## src/rtl/coletor_digitos.sv

```systemverilog
// ----------------------------------------------------------------------------
// coletor_digitos
//
// Keypad-side producer of the senhaPac_t digit packet. Decoded key presses are
// collected into a MAX_DIGITS-deep BCD buffer that is shown live on
// digitos_value. '#' commits the buffer, '*' clears it (or, when already
// empty, emits the all-B exit packet), and an idle non-empty buffer times out
// into the all-E packet. A commit is signalled by a one-cycle digitos_valid
// pulse during which digitos_value holds the packet.
//
// Ports
//   clk           in   system clock
//   rst           in   synchronous, active-high reset
//   enable        in   collection enable; low clears the buffer, no pulses
//   key_valid     in   one-cycle strobe, key_code carries a decoded key
//   key_code      in   0-9 digit, A '*', B '#', C-F ignored
//   digitos_value out  live buffer / committed packet, digits[0] = newest,
//                      unused digits read 0xF
//   digitos_valid out  one-cycle commit pulse
//   digit_count   out  digits currently buffered, 0..MAX_DIGITS
// ----------------------------------------------------------------------------
module coletor_digitos #(
  parameter int unsigned MAX_DIGITS     = 20,
  parameter int unsigned TIMEOUT_CYCLES = 5000
) (
  input  logic                      clk,
  input  logic                      rst,
  input  logic                      enable,
  input  logic                      key_valid,
  input  logic [3:0]                key_code,
  output logic [MAX_DIGITS*4-1:0]   digitos_value,
  output logic                      digitos_valid,
  output logic [4:0]                digit_count
);

  localparam int unsigned PW = MAX_DIGITS * 4;
  localparam int unsigned TW = (TIMEOUT_CYCLES > 1) ? $clog2(TIMEOUT_CYCLES) : 1;

  // Reserved packets: empty buffer / skip, exit-save, timeout.
  localparam logic [PW-1:0] PKT_EMPTY   = {MAX_DIGITS{4'hF}};
  localparam logic [PW-1:0] PKT_EXIT    = {MAX_DIGITS{4'hB}};
  localparam logic [PW-1:0] PKT_TIMEOUT = {MAX_DIGITS{4'hE}};

  localparam logic [TW-1:0] TMR_LAST = TW'(TIMEOUT_CYCLES - 1);
  localparam logic [4:0]    CNT_MAX  = 5'(MAX_DIGITS);

  localparam logic [3:0] KEY_STAR = 4'hA;
  localparam logic [3:0] KEY_HASH = 4'hB;

  typedef enum logic [0:0] {
    StCollect,
    StEmit
  } state_e;

  // --------------------------------------------------------------------------
  // Registers
  // --------------------------------------------------------------------------
  // r_value doubles as the digit buffer while collecting and as the packet
  // register during the emit cycle; the buffer is empty whenever we are in
  // StEmit, so no separate storage is needed.
  state_e          r_state;
  logic [PW-1:0]   r_value;
  logic [4:0]      r_count;
  logic [TW-1:0]   r_tmr;
  logic            r_valid;

  state_e          w_state_nxt;
  logic [PW-1:0]   w_value_nxt;
  logic [4:0]      w_count_nxt;
  logic [TW-1:0]   w_tmr_nxt;
  logic            w_valid_nxt;

  // --------------------------------------------------------------------------
  // Key decode
  // --------------------------------------------------------------------------
  logic w_is_digit;
  logic w_is_star;
  logic w_is_hash;
  logic w_buf_empty;
  logic w_tmr_expired;

  assign w_is_digit    = key_valid && (key_code <= 4'h9);
  assign w_is_star     = key_valid && (key_code == KEY_STAR);
  assign w_is_hash     = key_valid && (key_code == KEY_HASH);
  assign w_buf_empty   = (r_count == 5'd0);
  assign w_tmr_expired = !w_buf_empty && (r_tmr == TMR_LAST);

  // --------------------------------------------------------------------------
  // Next-state / output logic
  // --------------------------------------------------------------------------
  always_comb begin
    w_state_nxt = r_state;
    w_value_nxt = r_value;
    w_count_nxt = r_count;
    w_tmr_nxt   = r_tmr;
    w_valid_nxt = 1'b0;

    if (!enable) begin
      w_state_nxt = StCollect;
      w_value_nxt = PKT_EMPTY;
      w_count_nxt = 5'd0;
      w_tmr_nxt   = '0;
    end else begin
      unique case (r_state)
        StEmit: begin
          // Keys arriving during the pulse are dropped.
          w_state_nxt = StCollect;
          w_value_nxt = PKT_EMPTY;
          w_count_nxt = 5'd0;
          w_tmr_nxt   = '0;
        end

        StCollect: begin
          if (w_is_digit) begin
            // Shift up; the oldest digit falls off the top when full.
            w_value_nxt = {r_value[PW-5:0], key_code};
            w_count_nxt = (r_count < CNT_MAX) ? r_count + 5'd1 : CNT_MAX;
            w_tmr_nxt   = '0;
          end else if (w_is_hash) begin
            // Packet is the current buffer (all-F when empty).
            w_state_nxt = StEmit;
            w_value_nxt = r_value;
            w_count_nxt = 5'd0;
            w_tmr_nxt   = '0;
            w_valid_nxt = 1'b1;
          end else if (w_is_star) begin
            w_count_nxt = 5'd0;
            w_tmr_nxt   = '0;
            if (w_buf_empty) begin
              w_state_nxt = StEmit;
              w_value_nxt = PKT_EXIT;
              w_valid_nxt = 1'b1;
            end else begin
              w_value_nxt = PKT_EMPTY;
            end
          end else if (w_tmr_expired) begin
            // Only reached when no accepted key is present: a key wins.
            w_state_nxt = StEmit;
            w_value_nxt = PKT_TIMEOUT;
            w_count_nxt = 5'd0;
            w_tmr_nxt   = '0;
            w_valid_nxt = 1'b1;
          end else if (!w_buf_empty) begin
            // Codes C-F land here too and do not restart the timer.
            w_tmr_nxt = r_tmr + TW'(1);
          end else begin
            w_tmr_nxt = '0;
          end
        end

        default: begin
          w_state_nxt = StCollect;
          w_value_nxt = PKT_EMPTY;
          w_count_nxt = 5'd0;
          w_tmr_nxt   = '0;
        end
      endcase
    end
  end

  // --------------------------------------------------------------------------
  // State register
  // --------------------------------------------------------------------------
  always_ff @(posedge clk) begin
    if (rst) begin
      r_state <= StCollect;
      r_value <= PKT_EMPTY;
      r_count <= 5'd0;
      r_tmr   <= '0;
      r_valid <= 1'b0;
    end else begin
      r_state <= w_state_nxt;
      r_value <= w_value_nxt;
      r_count <= w_count_nxt;
      r_tmr   <= w_tmr_nxt;
      r_valid <= w_valid_nxt;
    end
  end

  assign digitos_value = r_value;
  assign digitos_valid = r_valid;
  assign digit_count   = r_count;

endmodule

```

## config.mk

```make
export PLATFORM = sky130hd
export DESIGN_NAME = coletor_digitos
export DESIGN_NICKNAME = d
export VERILOG_FILES = /design/src/rtl/coletor_digitos.sv
export SDC_FILE = /design/constraint.sdc
export NUM_CORES = 1
export LEC_CHECK = 0
export BUFFER_PORTS_ARGS = -buffer_cell sky130_fd_sc_hd__buf_2
export CAP_MARGIN = 10
export CORE_ASPECT_RATIO = 0.6
export CORE_MARGIN = 2
export CORE_UTILIZATION = 51
export CTS_BUF_LIST = sky130_fd_sc_hd__clkbuf_8
export CTS_CLUSTER_SIZE = 14
export DETAILED_ROUTE_END_ITERATION = 10
export PLACE_DENSITY_LB_ADDON = 0.05
export SLEW_MARGIN = 5
export SYNTH_ARGS = -nofsm -noshare
export SYNTH_HDL_FRONTEND = slang
export SYNTH_SLANG_ARGS = --single-unit
```

## constraint.sdc

```tcl
create_clock -name clk -period 1.9 [get_ports clk]
set_clock_uncertainty 0.05 [all_clocks]
set_input_delay 0.285 -clock clk [delete_from_list [all_inputs] [get_ports clk]]
set_output_delay 0.285 -clock clk [all_outputs]
set_load 0.01 [all_outputs]
```

==> results.sh <==
export IMPL_finalSetupViolCount=1
export IMPL_crit_slowest_cell="or4_4"
export IMPL_async_flop_share=0
export IMPL_placed_area_mm2=0.00506
export IMPL_drt_iter0_drc=452
export IMPL_postLayoutCoreUtil=0.683
export IMPL_clkTransAtPathRegs_ns=0.09
export IMPL_clockRootBuffer="clkbuf_8"
export IMPL_synth_edf_count=0
export IMPL_worstPathMaxFanout=20
export IMPL_wl_per_cell_um=15.8
export IMPL_seq_area_frac_synth=0.459
export IMPL_hold_ws_ns=0.210
export IMPL_area_growth_pct=27.2
export IMPL_final_max_slew_viol_count=0
export IMPL_overflow=0
export IMPL_drtPass1Iterations=5
export IMPL_clkSinkCount=99
export IMPL_max_freq_mhz=526
export IMPL_timing_final_hold_violations=0
export IMPL_period_needed_ns=1.90
export IMPL_cts_max_level=3
export IMPL_grt_setup_unrepaired="true"
export IMPL_end_kind="register"
export IMPL_drive_above_1_share=0.270
export IMPL_grt_antenna_before_repair=0
export IMPL_die_area_mm2=0.00924
export IMPL_arrival_ns=2.10
export IMPL_vdd_drop_max_mv=0.432
export IMPL_grt_pass1_wl_um=17200
export IMPL_status="complete, but fails checks"
export IMPL_grt_max_degree=81
export IMPL_slowest_delay_ns=0.54
export IMPL_finalCritPeriodShare=1.00
export IMPL_drtAntennaViolNets=0
export IMPL_vias=4186
export IMPL_crit_required_ns=2.10
export IMPL_die_h_um=75.3
export IMPL_ys_ff_latch=99
export IMPL_numCtsBuffers=9
export IMPL_postSynthCellCount=503
export IMPL_setup_slack_ns=-0.000541
export IMPL_num_io_pins=94
export IMPL_post_route_drc_count=0
export IMPL_initial_utilization=0.537
export IMPL_vias_per_cell=5.85
export IMPL_synth_ff_type="dfxtp_1"
export IMPL_fin_setup_tns_ns=-0.000541
export IMPL_violations="setup timing"
export IMPL_totalWireLength_um=11300
export IMPL_cts_tree="built"
export IMPL_drv_cap=0
export IMPL_die_w_um=123
export IMPL_crit_path_start_kind="register"
export IMPL_syn_area_per_cell_um2=8.58
export IMPL_hold_class="input pin to register"
export IMPL_gp_congestion=0.865
export IMPL_synth_area_mm2=0.00432
export IMPL_grt_pass1_vias=3406
export IMPL_yosys_warnings=0
export IMPL_synth_cell_types=38
export IMPL_final_net_count=614
export IMPL_io_buffers=93
export IMPL_cts_buffer_depth=2
export IMPL_worstSetupPathType="register to register"
export IMPL_p_leak_nw=2.23
export IMPL_antennaDiodeCount=0
export IMPL_cellPowerDensity_mw_per_mm2=763
export IMPL_crit_chain="or4_4 -> nor4_4 -> o21ai_2 -> buf_12 -> a221o_1"
export IMPL_clock_latency_ns=0.36
export IMPL_hpwlAfterDp_um=7170
export IMPL_tightestPinTransition_ns=0.400
export IMPL_rows=25
export IMPL_synth_nets=514
export IMPL_final_area_mm2=0.00549
export IMPL_coreArea_mm2=0.00804
export IMPL_postCtsHoldBufs=0
export IMPL_slew_limit_headroom=0.731
export IMPL_grt_usage=0.236
==> power by group <==
| part | total [mW] | switching (mW) | internal, mW |
|---|---|---|---|
| Combinational | 0.335 | 0.216 | 0.119 |
| Clock | 1.74 | 0.701 | 1.03 |
| Sequential | 2.12 | 0.0214 | 2.10 |
==> worst max-delay path: cells and delay by family (launching register included) <==
family,cells,cell delay [ns]
AO/OA/AOI/OAI,2,0.47
buffers and inverters,1,0.16
flip-flops,1,0.33
AND/OR/NAND/NOR,2,0.77
==> sequential cells by signal, summed over array words and instances (netlist names) <==
register and cells:
r_tmr 13, digit_count 5, digitos_value 80, r_state 1
==> per-layer routing <==
| layer | global-route usage | up-vias | part of all wire |
|---|---|---|---|
| met5 | 0 | - | 0 |
| met4 | 0.0575 | 0 | 0.013 |
| met3 | 0.0568 | 15 | 0.074 |
| met2 | 0.327 | 169 | 0.42 |
| met1 | 0.363 | 1947 | 0.49 |
| li1 | - | 2055 | - |
==> path summary, 6_finish.rpt <==
kind,depth (start not counted),from,endpoint,slack [ns]
worst min register to register,1,digitos_value[64]$_SDFFE_PP1P_,digitos_value[64]$_SDFFE_PP1P_,0.46
worst min-delay path,2,key_code[0],digitos_value[0]$_SDFFE_PP1P_,0.21
worst max register to register,5,r_tmr[6]$_SDFF_PP0_,digitos_value[76]$_SDFFE_PP1P_,-0.0005
worst max-delay path,5,r_tmr[6]$_SDFF_PP0_,digitos_value[76]$_SDFFE_PP1P_,-0.0005
==> layout by cell type (no fill, tap or decap), drive strengths merged, types with 4 or more instances in the layout <==
master    n
buf     132
dfxtp    99
o21ai    68
nor2     56
inv      41
o221ai   35
nor3     25
a221o    21
nor4     21
a211oi   19
clkbuf   12
nand2     9
nand3     8
xnor2     8
nand4     6
o211ai    5
xor2      4
bufinv    4
==> area by class of cell <==
type / count / area (um^2)
clock inverter: 5 / 125
clock buffer: 10 / 138
sequential: 99 / 1990
multi-input combinational: 318 / 2060
timing repair buffer: 134 / 895
inverter: 41 / 154
tap: 108 / 135
fill: 674 / 2540
==> logic make-up (layout without fill, tap and decap cells) <==
| logic type | count (synthesis) | count (layout) | share of synthesized area |
|---|---|---|---|
| buffers and inverters | 86 | 190 | 0.0774 |
| AO/OA/AOI/OAI | 159 | 159 | 0.261 |
| AND/OR/NAND/NOR | 144 | 144 | 0.170 |
| flip-flops | 99 | 99 | 0.459 |
| XOR/XNOR | 12 | 12 | 0.0243 |
| adder cells (fa/ha/maj) | 3 | 3 | 0.00869 |
==> cell usage after synthesis, drive strengths merged, types with 3 or more instances <==
library cell  number  share of area
dfxtp             99           0.46
o21ai             68          0.079
nor2              56          0.049
inv               41          0.036
clkbuf            35          0.030
o221ai            35          0.071
nor3              25          0.029
a221o             21          0.049
nor4              21          0.034
a211oi            19          0.033
buf               10          0.011
nand2              9         0.0078
nand3              8         0.0093
xnor2              8          0.016
nand4              6         0.0087
o211ai             5         0.0087
xor2               4         0.0081
and3               3         0.0043
ha                 3         0.0087
nor2b              3         0.0043
o2bb2ai            3         0.0061
or3                3         0.0043
==> per-stage QoR <==
| stage | setup slack (ns) | instances | power (mW) |
|---|---|---|---|
| after floorplan | -0.0533 | 503 | 2.36 |
| after global placement | -0.110 | 691 | 2.47 |
| after detailed placement | -0.273 | 691 | 2.48 |
| after CTS | -0.0109 | 709 | 4.20 |
| after global routing | -0.0816 | 715 | 4.32 |
| final | -0.000541 | 715 | 4.19 |
==> repair_timing <==
item                                    4_1_cts  5_1_grt
buffers inserted                              2        4
pin swaps                                     2        2
endpoints found under the setup margin       68       70
cloned                                        1        2
gates resized for setup                       5        8
Power figures use the tool's default switching activity.
